`config.mk`:
```
export PLATFORM = sky130hd
export DESIGN_NAME = ciaa_kbd_serial
export DESIGN_NICKNAME = d
export VERILOG_FILES = /design/src/rtl/ciaa_kbd_serial.sv
export SDC_FILE = /design/constraint.sdc
export NUM_CORES = 1
export LEC_CHECK = 0
export ABC_CLOCK_PERIOD_IN_PS = 6350
export CAP_MARGIN = 10
export CORE_MARGIN = 10
export CORE_UTILIZATION = 40
export CTS_CLUSTER_DIAMETER = 40
export DETAILED_ROUTE_END_ITERATION = 6
export HOLD_SLACK_MARGIN = 0.06
export SYNTH_ARGS = -nofsm -noshare
export SYNTH_HDL_FRONTEND = slang
export SYNTH_SLANG_ARGS = --single-unit
```
`constraint.sdc`:
```
create_clock -name clk -period 6.35 [get_ports clk]
set_input_delay 1.27 -clock clk [delete_from_list [all_inputs] [get_ports clk]]
set_output_delay 1.27 -clock clk [all_outputs]
set_load 0.005 [all_outputs]
```
`src/rtl/ciaa_kbd_serial.sv`:
```
`default_nettype none
// ============================================================================
// Module   : ciaa_kbd_serial
// Brief    : Amiga keyboard link: raw-code FIFO, KDAT/KCLK framing, host
//            handshake and lost-sync recovery toward the CIA-A serial port.
// Revision : 1.0
// ============================================================================
module ciaa_kbd_serial #(
    parameter int DEPTH      = 8,
    parameter int T_BIT      = 142,
    parameter int HS_MIN     = 500,
    parameter int HS_TIMEOUT = 1014000,
    parameter int SEND_INIT  = 1
) (
    input  logic                     clk,
    input  logic                     reset,
    input  logic                     clk7_en,
    input  logic [7:0]               keydat,
    input  logic                     keystrobe,
    output logic                     keyack,
    input  logic                     cia_sp_i,
    output logic                     kbd_sp_o,
    output logic                     kbd_cnt_o,
    output logic [$clog2(DEPTH):0]   fifo_level,
    output logic                     overflow
);
    localparam int AW = $clog2(DEPTH);
    localparam int LW = AW + 1;
    localparam logic [19:0]   C_TBIT_LAST = 20'(T_BIT - 1);
    localparam logic [19:0]   C_HSMIN_LAST = 20'(HS_MIN - 1);
    localparam logic [19:0]   C_TO_LAST = 20'(HS_TIMEOUT - 1);
    localparam logic [LW-1:0] C_FULL = LW'(DEPTH);
    localparam logic [LW-1:0] C_INIT_LVL = LW'((SEND_INIT != 0) ? 2 : 0);
    localparam logic [AW-1:0] C_INIT_WPTR = AW'((SEND_INIT != 0) ? 2 : 0);
    localparam logic [7:0]    C_LOST_SYNC = 8'hF9;

    typedef enum logic [2:0] {
        S_IDLE   = 3'd0,
        S_SETUP  = 3'd1,
        S_CLKLO  = 3'd2,
        S_CLKHI  = 3'd3,
        S_HSWAIT = 3'd4,
        S_HSREL  = 3'd5,
        S_RESYNC = 3'd6
    } state_t;

    typedef enum logic [1:0] {
        M_NORMAL   = 2'd0,
        M_RESYNC   = 2'd1,
        M_LOSTSYNC = 2'd2
    } mode_t;

    logic [7:0]    r_mem [DEPTH];
    logic [AW-1:0] r_wptr, r_rptr;
    logic [LW-1:0] r_level;
    logic          r_keyack, r_overflow;
    logic          r_sp_s1, r_sp_s2;

    state_t        r_state, w_state_nx;
    mode_t         r_mode, w_mode_nx;
    logic [19:0]   r_timer, w_timer_nx;
    logic [19:0]   r_low, w_low_nx;
    logic [3:0]    r_bits, w_bits_nx;
    logic [7:0]    r_shift, w_shift_nx;
    logic [7:0]    r_code, w_code_nx;

    logic          w_full, w_empty, w_try, w_wr, w_pop;
    logic [7:0]    w_rd_data;

    function automatic logic [7:0] f_rot(input logic [7:0] c);
        return {c[6:0], c[7]};
    endfunction

    assign w_full    = (r_level == C_FULL);
    assign w_empty   = (r_level == '0);
    assign w_try     = clk7_en & keystrobe & ~r_keyack;
    assign w_wr      = w_try & ~w_full;
    assign w_pop     = clk7_en & (r_state == S_IDLE) & ~w_empty;
    assign w_rd_data = r_mem[r_rptr];

    always_ff @(posedge clk or posedge reset) begin
        if (reset) begin
            for (int i = 0; i < DEPTH; i++) r_mem[i] <= 8'h00;
            if (SEND_INIT != 0) begin
                r_mem[0] <= 8'hFD;
                r_mem[1] <= 8'hFE;
            end
            r_wptr     <= C_INIT_WPTR;
            r_rptr     <= '0;
            r_level    <= C_INIT_LVL;
            r_keyack   <= 1'b0;
            r_overflow <= 1'b0;
            r_sp_s1    <= 1'b1;
            r_sp_s2    <= 1'b1;
        end else if (clk7_en) begin
            if (w_wr) begin
                r_mem[r_wptr] <= keydat;
                r_wptr        <= r_wptr + AW'(1);
            end
            if (w_pop) r_rptr <= r_rptr + AW'(1);
            case ({w_wr, w_pop})
                2'b10:   r_level <= r_level + LW'(1);
                2'b01:   r_level <= r_level - LW'(1);
                default: r_level <= r_level;
            endcase
            r_keyack <= w_wr;
            if (w_try && w_full) r_overflow <= 1'b1;
            r_sp_s1 <= cia_sp_i;
            r_sp_s2 <= r_sp_s1;
        end
    end

    always_ff @(posedge clk or posedge reset) begin
        if (reset) begin
            r_state <= S_IDLE;
            r_mode  <= M_NORMAL;
            r_timer <= '0;
            r_low   <= '0;
            r_bits  <= '0;
            r_shift <= '0;
            r_code  <= '0;
        end else if (clk7_en) begin
            r_state <= w_state_nx;
            r_mode  <= w_mode_nx;
            r_timer <= w_timer_nx;
            r_low   <= w_low_nx;
            r_bits  <= w_bits_nx;
            r_shift <= w_shift_nx;
            r_code  <= w_code_nx;
        end
    end

    always_comb begin
        w_state_nx = r_state;
        w_mode_nx  = r_mode;
        w_bits_nx  = r_bits;
        w_shift_nx = r_shift;
        w_code_nx  = r_code;
        w_low_nx   = '0;
        w_timer_nx = (r_timer == '1) ? r_timer : r_timer + 20'd1;
        case (r_state)
            S_IDLE: begin
                w_timer_nx = '0;
                if (!w_empty) begin
                    w_code_nx  = w_rd_data;
                    w_shift_nx = f_rot(w_rd_data);
                    w_bits_nx  = 4'd8;
                    w_mode_nx  = M_NORMAL;
                    w_state_nx = S_SETUP;
                end
            end
            S_SETUP, S_RESYNC: begin
                if (r_timer == C_TBIT_LAST) begin
                    w_timer_nx = '0;
                    w_state_nx = S_CLKLO;
                end
            end
            S_CLKLO: begin
                if (r_timer == C_TBIT_LAST) begin
                    w_timer_nx = '0;
                    w_state_nx = S_CLKHI;
                end
            end
            S_CLKHI: begin
                if (r_timer == C_TBIT_LAST) begin
                    w_timer_nx = '0;
                    if (r_bits == 4'd1) begin
                        w_bits_nx  = 4'd0;
                        w_state_nx = S_HSWAIT;
                    end else begin
                        w_bits_nx  = r_bits - 4'd1;
                        w_shift_nx = {r_shift[6:0], 1'b0};
                        w_state_nx = S_SETUP;
                    end
                end
            end
            S_HSWAIT: begin
                if (!r_sp_s2) w_low_nx = (r_low == '1) ? r_low : r_low + 20'd1;
                if (!r_sp_s2 && r_low == C_HSMIN_LAST) begin
                    w_timer_nx = '0;
                    w_low_nx   = '0;
                    w_state_nx = S_HSREL;
                end else if (r_timer == C_TO_LAST) begin
                    // Resync clocks out a lone '1' (SP low); r_code is kept for retransmission
                    w_timer_nx = '0;
                    w_low_nx   = '0;
                    w_mode_nx  = M_RESYNC;
                    w_shift_nx = 8'h80;
                    w_bits_nx  = 4'd1;
                    w_state_nx = S_RESYNC;
                end
            end
            S_HSREL: begin
                if (r_sp_s2) begin
                    w_timer_nx = '0;
                    case (r_mode)
                        M_RESYNC: begin
                            w_shift_nx = f_rot(C_LOST_SYNC);
                            w_bits_nx  = 4'd8;
                            w_mode_nx  = M_LOSTSYNC;
                            w_state_nx = S_SETUP;
                        end
                        M_LOSTSYNC: begin
                            w_shift_nx = f_rot(r_code);
                            w_bits_nx  = 4'd8;
                            w_mode_nx  = M_NORMAL;
                            w_state_nx = S_SETUP;
                        end
                        default: w_state_nx = S_IDLE;
                    endcase
                end
            end
            default: begin
                w_timer_nx = '0;
                w_state_nx = S_IDLE;
            end
        endcase
    end

    always_comb begin
        case (r_state)
            S_SETUP, S_CLKLO, S_CLKHI: kbd_sp_o = ~r_shift[7];
            S_RESYNC:                  kbd_sp_o = 1'b0;
            default:                   kbd_sp_o = 1'b1;
        endcase
    end

    assign kbd_cnt_o  = (r_state != S_CLKLO);
    assign keyack     = r_keyack;
    assign overflow   = r_overflow;
    assign fifo_level = r_level;

endmodule
`default_nettype wire

```
==> run summary, run 1 <==
The flow ran to the end, and the final reports show no timing, DRC or antenna violations. The run gives 0.0188 mm² as the core region area. Grouping stages by cell kind, the critical path spends the most delay in simple AND/OR/NAND/NOR gates.

The die covers 0.0253 mm². The layout overhead on the synthesized area is 12.8%. The number of global-route vias before repair is 5564. The final routed wirelength across all metal layers is 17.4 mm. In this run the clock root is driven by a clkbuf_16. In this run the power density over the cells is 333 mW/mm².

The synthesized cell area is 0.00772 mm², and the number of antenna repair diodes is 0. The area fraction of the dominant cell type after synthesis is 40.5%, and the total power is 2900 µW. The ratio of cells with drive above 1 in the final layout was 24.1%. Buffers inserted to repair hold after CTS numbered 0. Most frequently used flop master after synthesis: dfrtp_1. The congestion estimate from routability-driven global placement came to 0.853. In this run the worst path has a maximum fanout of 15. The top achievable clock speed was 0.268 GHz; the static leakage was 0.00358 µW. TritonCTS built the clock tree. The library cell occupying the most area in the post-synthesis netlist is dfrtp_1. The share of the Yosys chip area taken by registers is 46.7%. For the number of antenna violations at the first check in global routing, the log shows 0.

The run gives 28.9 mm as the first-pass GRT wire length. For this design the top-level I/O count stands at 21. Once placement finished, the instance area stood at 0.00811 mm².

The number of buffers and inverters on the critical path is 0. The critical path goes through nor2b_1, nand2b_1, a31o_2, nor2_1, nand2_1, o41ai_1. The clock insertion delay at the later pin of the skew report was 0.43 ns. Clock-pin slew was measured on the worst setup and hold paths at 0.07 ns. Entering global routing, the biggest net connects 104 pins.

The worst setup path is launched from a flip-flop. The final number of setup-violating endpoints is 0. The standard cell with the maximum stage delay on the critical path was nor2_1. The worst hold path terminates at r_code[0].

Once layout is done, the placed cells without fillers occupy 0.00871 mm². The tool flagged a number of max-cap violations equal to 0. The final antenna-violating net count is 0, and the post-synthesis instance total is 698.

The worst register-to-register path begins at r_state[2]. The end of the worst register-to-register path was r_low[9]. The net count after synthesis came out at 723. In this run, synthesis inferred 0 flip-flops with an integrated enable.

The synthesis warning total is 0. The number of vias per cell after detailed routing is 5.74, and the number of vias in the routed layout is 5616. The top cell types in the final layout, fill and taps aside, are dfrtp_1, mux2_2, nand2_1. The logs give 220 µV for the maximum vdd drop and 0 for the aggregate global routing overflow. After routing, the total negative slack on setup checks comes to 0 ns. The run gives 0 as the number of failing hold endpoints at the final stage. Number of max-slew violations in the final report: 0. Clock tree synthesis found a total of 143 sinks. Yosys attributes the largest share of cell area to dfrtp_1, mux2_2, dfstp_2.

The library cell used most frequently in the layout, excluding fill and tap cells, is dfrtp_1. The length of the first detailed-routing pass in iterations is 5. The kind of capture point of the worst setup path is a flip-flop.

The initialized floorplan defines 50 standard-cell rows. After synthesis, the share of flip-flops with an asynchronous set or reset is 100%. From bottom edge to top edge, the die measures 159 µm.

Of the available clock period, the critical path in the final layout requires 58.7%. The run gives 1718 as the filler cell count. For this run, design rule violations remaining after detail routing come to 0.

On the worst path, the slowest cell contributes a delay of 0.72 ns. The smallest clock period supported by the final layout is computed as 3.73 ns. Counting the buffers created by CTS gives 17. For this run, the post-layout net count is 730. Dividing the detail-routed wire length by the instance count gives 17.8 µm. The logs give 13.7% for the total global-route track usage and 11.5 mm for the placed wire-length estimate. Synthesis inferred 143 register bits. The cell depth of the worst min-delay path is 2, and the logic depth of the worst register-to-register path is 6.

The required time of the critical path was 6.63 ns; the setup slack on the worst flop-to-flop path was 2.62 ns. Once routing completed, OpenROAD measured the worst setup slack at 2.62 ns. The average size of a mapped cell came out at 11.1 µm². The tools report the buffers inserted during post-CTS setup optimization as 0. The tools report the origin of the worst min-delay path as r_code[0].

Post-CTS repair changed the size of 0 cells. In this run, the number of DRC markers left after iteration 0 of detailed routing was 518. Once the floorplan was initialized, standard cells occupied 41.0% of the core. The setup path with the least slack is of type reg2reg.

In the final layout, the multi-input gates occupy 0.00388 mm². From left edge to right edge, the die measures 159 µm. In the final layout, flip-flops and latches occupy 0.00360 mm². The H-tree was split into 4 levels. The class of the most critical hold timing path was reg2reg. Measured against its own limit, the worst slew margin works out to 37.3%. The number of buffer cells added on primary ports is 20. At the pin with the least slew margin, the transition time is 0.941 ns.

Setup repair after global routing left no endpoint under its margin. For the post-route core utilization, the log shows 46.2%. Synthesis instantiated 74 different standard cells from the library.

The worst-case clock buffer depth was 2; the worst slack after detailed placement was 2.55 ns. STA puts the critical path data arrival time at 4.01 ns. Between clock sinks in the finished design, the worst skew comes to 0.00911 ns.
registers in the layout (all words and copies together), names as in the netlist, 2 cells and up:
signal / cells
r_mem: 64
r_low: 20
r_timer: 20
r_code: 8
r_shift: 8
fifo_level: 4
r_bits: 4
r_rptr: 3
r_state: 3
r_wptr: 3
r_mode: 2
through the flow:
stage	hold slack, ns	cells
after floorplan	0.441	698
after global placement	0.462	946
final	0.481	978
after global routing	0.495	978
after CTS	0.483	978
after detailed placement	0.468	946
tightest hold or removal path: stages (launching register included):
cell and delay [ns]:
dfrtp_1 0.34, nand2_1 0.04, o21ai_0 0.06
kinds of logic (layout without fill, tap and decap cells):
kind of cell / Yosys count / after routing / synth area share (%)
simple gates: 228 / 228 / 16.7
flops: 143 / 143 / 46.7
compound gates: 135 / 135 / 11.9
mux: 112 / 112 / 18.4
buf+inv: 58 / 78 / 3.13
fa+ha+maj: 12 / 12 / 2.04
xor+xnor: 10 / 10 / 1.13
routing by layer:
layer | wire (µm) | global-route usage (%) | vias up | share of wire [%]
met5 | 0 | 0 | - | 0
met4 | 198 | 4.55 | 0 | 1.1
met3 | 672 | 3.41 | 17 | 3.9
met2 | 8410 | 21.7 | 145 | 48
met1 | 8150 | 17.9 | 2846 | 47
li1 | - | - | 2608 | -
synth_stat cells (all sizes together), types with 5 or more instances:
library cell	number
nand2	57
buf	14
xnor2	6
nand3	23
a22o	5
nor3	23
and2	6
mux4	16
clkbuf	21
dfrtp	125
and4	6
mux2	78
and3	6
nand2b	11
a21oi	26
inv	23
nand4	17
o2bb2ai	5
o31ai	7
nor3b	8
o41ai	7
dfstp	18
ha	11
o21ai	45
a31oi	5
nor2	43
nor4	5
mux2i	18
power breakdown:
| part | leakage, µW | switching (µW) | internal (µW) | total, µW |
|---|---|---|---|---|
| clock network | 0.000293 | 448 | 562 | 1010 |
| logic | 0.00146 | 217 | 328 | 546 |
| registers | 0.00183 | 164 | 1180 | 1340 |
| total | 0.00358 | 830 | 2070 | 2900 |
layout make-up:
class	instances	area share [%]
tap	260	3.74
clock buffer	17	4.89
timing repair buffer	23	2.50
multi-input combinational	497	44.5
inverter	23	1.05
clock inverter	15	1.95
sequential	143	41.4
how the worst max path moves through the flow:
stage	startpoint	to	slack (ns)	cells after the start
finish	r_state[2]	r_low[9]	2.62	6
global route	r_state[2]	r_low[9]	2.40	6
CTS	r_state[2]	r_low[9]	2.74	6
global placement	keystrobe	fifo_level[3]	2.62	11
floorplan	reset	fifo_level[0]	1.27	1
detailed placement	keystrobe	fifo_level[3]	2.55	11
No activity file was read; power rests on OpenSTA's default activity.
==> inputs of run 2 (changes only) <==
--- a/config.mk
+++ b/config.mk
@@ -5,7 +5,7 @@
 export SDC_FILE = /design/constraint.sdc
 export NUM_CORES = 1
 export LEC_CHECK = 0
-export ABC_CLOCK_PERIOD_IN_PS = 6350
+export ABC_CLOCK_PERIOD_IN_PS = 3600
 export CAP_MARGIN = 10
 export CORE_MARGIN = 10
 export CORE_UTILIZATION = 40
==> constraint.sdc (replaced) <==
create_clock -name clk -period 3.6 [get_ports clk]
set_input_delay 0.72 -clock clk [delete_from_list [all_inputs] [get_ports clk]]
set_output_delay 0.72 -clock clk [all_outputs]
set_load 0.005 [all_outputs]
==> run 2 against run 1 <==
Against the previous run: sequential share of layout area shrank 0.64 points; non-clock buffer count up 10; clock power is 79% higher; setup slack lost 1.9 ns; clock-buffer cell count stayed put; via count is 0.11% lower; die area did not move.
==> run summary, run 2 (synthesis results as in run 1) <==
The count of H-tree levels built during CTS was 4; the power density over the cells was 583 mW/mm². The class of the most critical hold timing path is reg2reg. The post-route worst setup slack came out at 0.670 ns. Walking the worst path, the cells encountered are nor2b_1, nand2b_1, a31oi_1, a22oi_4, and2_4, a311oi_1. Top cell family by delay on the critical path: simple AND/OR/NAND/NOR gates.

Once the clock tree was built, the resizer swapped 0 gates to a different size. At the end of routability-driven placement, the weighted congestion stood at 0.842. The first TritonRoute pass finished after 5 iterations. The power spent charging and discharging nets is 1480 µW, and the critical path buffer and inverter count is 0. The total overflow left after global routing is 0.

Setup repair after global routing left no endpoint under its margin. The logs give 0 for the buffers inserted during post-CTS setup optimization and 3.26 ns for the endpoint arrival time on the critical path. Combinational logic burns 18.8% of the power. The tools report the portion of total power attributed to the clock network as 35.1%. Count of standard-cell rows: 50. In the final layout, the multi-input gates occupy 0.00388 mm². Number of max-slew violations in the final report: 0. Leaving out fill and tap cells, the most frequent cell in the layout is dfrtp_1.

Switching part of the total power: 28.7%. Summing over every cut layer, the via total after detailed routing is 5610. The die covers 0.0253 mm².

Measured against its own limit, the worst slew margin works out to 40.2%. OpenSTA, run right after detailed placement, puts the worst setup slack at 0.632 ns. The run gives 5779 as the number of global-route vias before repair. Among all stages on the critical path, the largest delay is contributed by dfrtp_1. The final total negative setup slack was 0 ns; the max capacitance violation total was 0.

The area taken by flip-flops and latches was 0.00360 mm²; the worst-case clock buffer depth was 2. The longest individual stage delay on the worst path was 0.62 ns; the total clock sinks was 143. Entering global routing, the biggest net connects 57 pins. CTS buffer count: 17.

In this run the tool buffered the top-level ports with 20 buffer cells. For this block, the initial DRC count from the detailed router was 365. The floorplan step set the die height to 159 µm. The worst setup path is launched from a flip-flop.

The number of failing hold endpoints at the final stage is 0. For this run, design rule violations remaining after detail routing come to 0. By startpoint and endpoint, the worst setup path is classified as reg2reg.

21 I/O pins were placed. Final routed wire length divided by cell count: 17.5 µm. The library cells used most frequently in the layout, excluding fill and tap cells, are dfrtp_1, mux2_2, nand2_1. The floorplan die width came out at 159 µm. The number of antenna diodes in the final layout is 0. Clock-pin slew was measured on the worst setup and hold paths at 0.07 ns.

Setup violations remaining at the end of the flow were counted as 0. The initial utilization of the core area, before any placement, comes to 41.0%. The share of the clock period used by the worst path after layout is 81.4%, and the top achievable clock speed is 0.341 GHz. The root buffer cell chosen for the clock tree is clkbuf_16. TritonCTS built the clock tree. The largest fanout of any net on the critical path came out at 15. The tools report the power share of the sequential group as 46.1%. The final antenna-violating net count came out at 0. Cells with a size suffix above 1 make up 25.1% of the layout. The static leakage is 0.00364 µW, and the slew at the pin with the worst max-slew slack is 0.897 ns. The logs give 0 for the number of antenna violations at the first check in global routing and 740 for the net count of the finished layout. The number of flip-flops under the largest register name works out to 64.

The worst setup path is captured at a flip-flop. The core region is 0.0188 mm². The worst clock skew came out at 0.0153 ns.

The most flop-heavy register was r_mem. The filler cell count is 1715. The first-pass GRT wire length was 29.8 mm. At the later pin of the worst-skew pair, clock insertion delay measures 0.43 ns. Layout overhead on the synthesized area: 14.6%. The flow ran to the end, and the final reports show no timing, DRC or antenna violations. The number of buffers inserted by hold repair at cts is 0. Internal power component: 3680 µW.

The routed design has 17.3 mm of wire. IR analysis of the VDD net gives a maximum drop of 552 µV. In the final layout, the registers with the most flip-flops are r_mem x64, r_low x20, r_timer x20. At the worst endpoint, the required time is 3.93 ns.

Counting I/O delays and the setup requirement, the final critical path takes 2.93 ns. The HPWL after detailed placement is 11.9 mm. In the global route stage, overall resource usage came out at 14.1%. The number of vias per cell after detailed routing was 5.68.
## run 2: cell types whose count changed in the layout (fill, tap and decap cells not counted), sizes merged
cell	change
clkinv	+1
buf	+10
clkinvlp	+2
inv	-3
## run 2: worst register-to-register path, delay by kind of cell (launching register included)
| family | cells | cell delay, ns |
|---|---|---|
| AO/OA/AOI/OAI | 3 | 1.00 |
| flip-flops | 1 | 0.62 |
| AND/OR/NAND/NOR | 3 | 1.22 |
## run 2: cell type report
type / count / share of cell area, %
Inverter: 23 / 1.02
Tap cell: 260 / 3.68
Clock inverter: 15 / 2.21
Sequential cell: 143 / 40.7
Multi-Input combinational cell: 497 / 43.8
Clock buffer: 17 / 4.81
Timing Repair Buffer: 33 / 3.74
## run 2: per-layer routing
| layer | share of wire (%) | global-route usage [%] | vias up |
|---|---|---|---|
| li1 | - | - | 2640 |
| met1 | 46 | 18.6 | 2849 |
| met5 | 0 | 0 | - |
| met3 | 3.0 | 2.79 | 24 |
| met4 | 1.7 | 5.64 | 0 |
| met2 | 49 | 22.2 | 97 |
## run 2: power groups by stage
stage          clock network (µW)  logic [µW]  registers [µW]
3_3_place_gp                    0         944            2380
2_1_floorplan                   0         785            2270
5_1_grt                      1930        1080            2430
4_1_cts                      1860         987            2370
6_report                     1810         970            2380
3_5_place_dp                    0         983            2400
## run 2: worst paths after layout
| kind | depth (start not counted) | start | to | slack [ns] |
|---|---|---|---|---|
| worst max-delay path | 6 | r_state[2] | r_timer[17] | 0.67 |
| worst min-delay path | 2 | r_code[3] | r_code[3] | 0.48 |
| worst max register to register | 6 | r_state[2] | r_timer[17] | 0.67 |
| worst min register to register | 2 | r_code[3] | r_code[3] | 0.48 |
| max in group asynchronous | 3 | reset | r_mem[51] | 2.13 |
| min in group asynchronous | 2 | reset | keyack | 0.74 |
## run 2: per-stage QoR
stage	util, %	instances	hold slack, ns	power [µW]	instance area (µm²)
global placement	43.7	956	0.456	3320	8220
detailed placement	43.7	956	0.464	3390	8220
finish	47.0	988	0.476	5160	8840
CTS	47.0	988	0.480	5220	8840
floorplan	-	698	0.441	3060	7720
global route	47.0	988	0.509	5430	8840
==> inputs of run 3 (changes only) <==
--- a/config.mk
+++ b/config.mk
@@ -5,7 +5,7 @@
 export SDC_FILE = /design/constraint.sdc
 export NUM_CORES = 1
 export LEC_CHECK = 0
-export ABC_CLOCK_PERIOD_IN_PS = 3600
+export ABC_CLOCK_PERIOD_IN_PS = 2600
 export CAP_MARGIN = 10
 export CORE_MARGIN = 10
 export CORE_UTILIZATION = 40
==> constraint.sdc (replaced) <==
create_clock -name clk -period 2.6 [get_ports clk]
set_input_delay 0.52 -clock clk [delete_from_list [all_inputs] [get_ports clk]]
set_output_delay 0.52 -clock clk [all_outputs]
set_load 0.005 [all_outputs]
==> run 3 against run 2 <==
Against the previous run: clock-buffer cell count is the same; cell count rose by 2.9%; wire length rose by 3.6%; global-route usage rose by 0.49 points; combinational power up 51%; register-to-register slack worse by 0.58 ns; cell area increased by 2.8%; critical path type unchanged; core utilization increased by 1.3 points; power rose by 39%; first-iteration DRC count shrank 14%.
==> run summary, run 3 (synthesis results as in run 1) <==
The run finished with clean final reports. For the number of vias in the routed layout, the log shows 5711. After the last flow step, the layout net total stands at 769. The slowest stage of the critical path is the or4_4 cell. Routability-driven placement finished with a final weighted congestion of 0.848. The max capacitance violation total was 0; the headroom to the max-slew limit was 51.2%. The number of I/O pins was 21.

The H-tree generated during clock tree synthesis spans 4 levels. For the final database, setup skew stands at 0.0131 ns. The ratio of cells with drive above 1 in the final layout is 28.7%, and the aggregate global routing overflow is 0. At the worst endpoint, the arrival time is 2.82 ns.

The layout overhead on the synthesized area is 17.8%. The clock slew seen by the registers of the worst setup and hold paths came out at 0.07 ns. The clock drives 143 sinks. The effective utilization at floorplan was 41.0%. CTS placed an instance of clkbuf_16 at the clock tree root.

The analysis attributes to cell leakage a power of 0.00379 µW. The largest fanout of any net on the critical path is 8, and the number of failing hold endpoints at the final stage is 0. In the final routed layout, each cell accounts on average for 17.6 µm. TritonCTS created 17 clock buffers. Classification of the worst setup path: reg2reg. For the pin with the worst max-slew slack, the measured transition is 0.724 ns. For this design the ratio of total power to cell area is 790 mW/mm². The tools report the post-route worst setup slack as 0.0855 ns. The clock insertion delay at the later pin of the skew report was 0.43 ns; the cell count after placement was 984. The core region area is 0.0188 mm².

The class of the most critical hold timing path is in2async. For this run, the number of standard cells in the final layout without fillers is 1017. TritonCTS built the clock tree. For the placed wire-length estimate, the log shows 12.5 mm. The number of vias per cell after detailed routing was 5.62.

The kind of capture point of the worst setup path is a flip-flop. The logs give 0.0253 mm² for the die area and 314 for the initial DRC count. The critical path startpoint category is a flip-flop. Overall power consumption after layout is estimated at 7180 µW.

The count of standard-cell rows is 50, and the longest individual stage delay on the worst path is 0.58 ns. Summed over all layers, the routed wires come to 17.9 mm. For the required time of the critical path, the log shows 2.91 ns. The tools report the final antenna-violating net count as 0. Counting I/O delays and the setup requirement, the final critical path takes 2.51 ns. The number of global-route vias before repair was 6047. The register with the most flip-flops in the layout has 64 of them. Global routing consumed, over all layers together, 14.6% of the routing resources. The largest registers in the layout are r_mem x64, r_low x20, r_timer x20. The run gives 0.398 GHz as the top achievable clock speed. The number of antenna repair diodes is 0. The first global-routing pass estimated 31.1 mm of wire.

Prior to clock tree synthesis, the placed netlist has a worst setup slack of -0.121 ns. IR analysis of the VDD net gives a maximum drop of 564 µV. The most common cell after layout, fill and taps aside is dfrtp_1. The final critical path takes up 96.7% of the cycle. The run gives 0 as the number of max-slew violations in the final report.

The library cells used most frequently in the layout, excluding fill and tap cells, are dfrtp_1, mux2_2, nand2_1. Traced cell by cell, the critical path runs through or4_4, nor4_4, a31oi_1, nor3_4, buf_12, mux2_2. Measured along the x axis, the die boundary spans 159 µm.

Cells fill 48.3% of the core in the end. During placement, the flow inserted port buffers numbering 20. Setup violations remaining at the end of the flow were counted as 0. The tools report the maximum number of pins on one net before global-route repair as 70. The most flop-heavy register was r_mem. The tools report the number of antenna violations at the first check in global routing as 0.

The length of the first detailed-routing pass in iterations is 5, and the worst-case clock buffer depth is 2. The floorplan step set the die height to 159 µm. Remaining routing DRC violations: 0.
run 3: critical path: cells and delay by family (launching register included):
family	cells	cell delay (ns)
compound gates	1	0.23
buf+inv	1	0.15
mux	1	0.33
simple gates	3	1.24
flops	1	0.44
run 3: timing repair:
| item | CTS | global route |
|---|---|---|
| endpoints found under the setup margin | 2 | 10 |
| resized for setup | 2 | 4 |
| pin swaps | 0 | 3 |
| buffers inserted | 0 | 1 |
| endpoints found under the hold margin | 0 | 0 |
| hold buffers | 0 | 0 |
run 3: path summary, 6_finish.rpt:
| path | start | endpoint | slack [ns] | cells past startpoint |
|---|---|---|---|---|
| min in group clk | r_code[0] | r_code[0] | 0.48 | 2 |
| setup / recovery | r_timer[8] | r_shift[6] | 0.09 | 6 |
| hold / removal | reset | r_low[8] | 0.44 | 2 |
| hold reg to reg | r_code[0] | r_code[0] | 0.48 | 2 |
| setup reg to reg | r_timer[8] | r_shift[6] | 0.09 | 6 |
| max in group asynchronous | reset | r_mem[53] | 1.44 | 3 |
run 3: where the power goes:
group | internal (µW) | switching (µW) | leakage [µW]
Clock | 1300 | 1160 | 0.000292
Sequential | 2880 | 381 | 0.00182
Combinational | 889 | 572 | 0.00167
Total | 5070 | 2110 | 0.00379
run 3: layer usage:
metal / up-vias / share of wire (%) / global-route usage, %
met3: 28 / 2.9 / 2.84
met4: 0 / 1.8 / 4.72
li1: 2699 / - / -
met2: 99 / 50 / 24.7
met5: - / 0 / 0
met1: 2885 / 45 / 18.2
run 3: area by class of cell:
class,count,area [µm²]
Tap cell,260,325
Fill cell,1697,9740
Clock inverter,15,185
Timing Repair Buffer,62,576
Clock buffer,17,425
Inverter,23,90.1
Sequential cell,143,3600
Multi-Input combinational cell,497,3880
run 3: metrics by stage:
step / hold slack (ns) / TNS [ns] / instance area (µm²)
6_report: 0.442 / 0 / 9090
2_1_floorplan: 0.441 / 0 / 7720
5_1_grt: 0.462 / -0.00443 / 9090
3_3_place_gp: 0.455 / -0.0840 / 8450
3_5_place_dp: 0.466 / -0.123 / 8450
4_1_cts: 0.449 / 0 / 9060
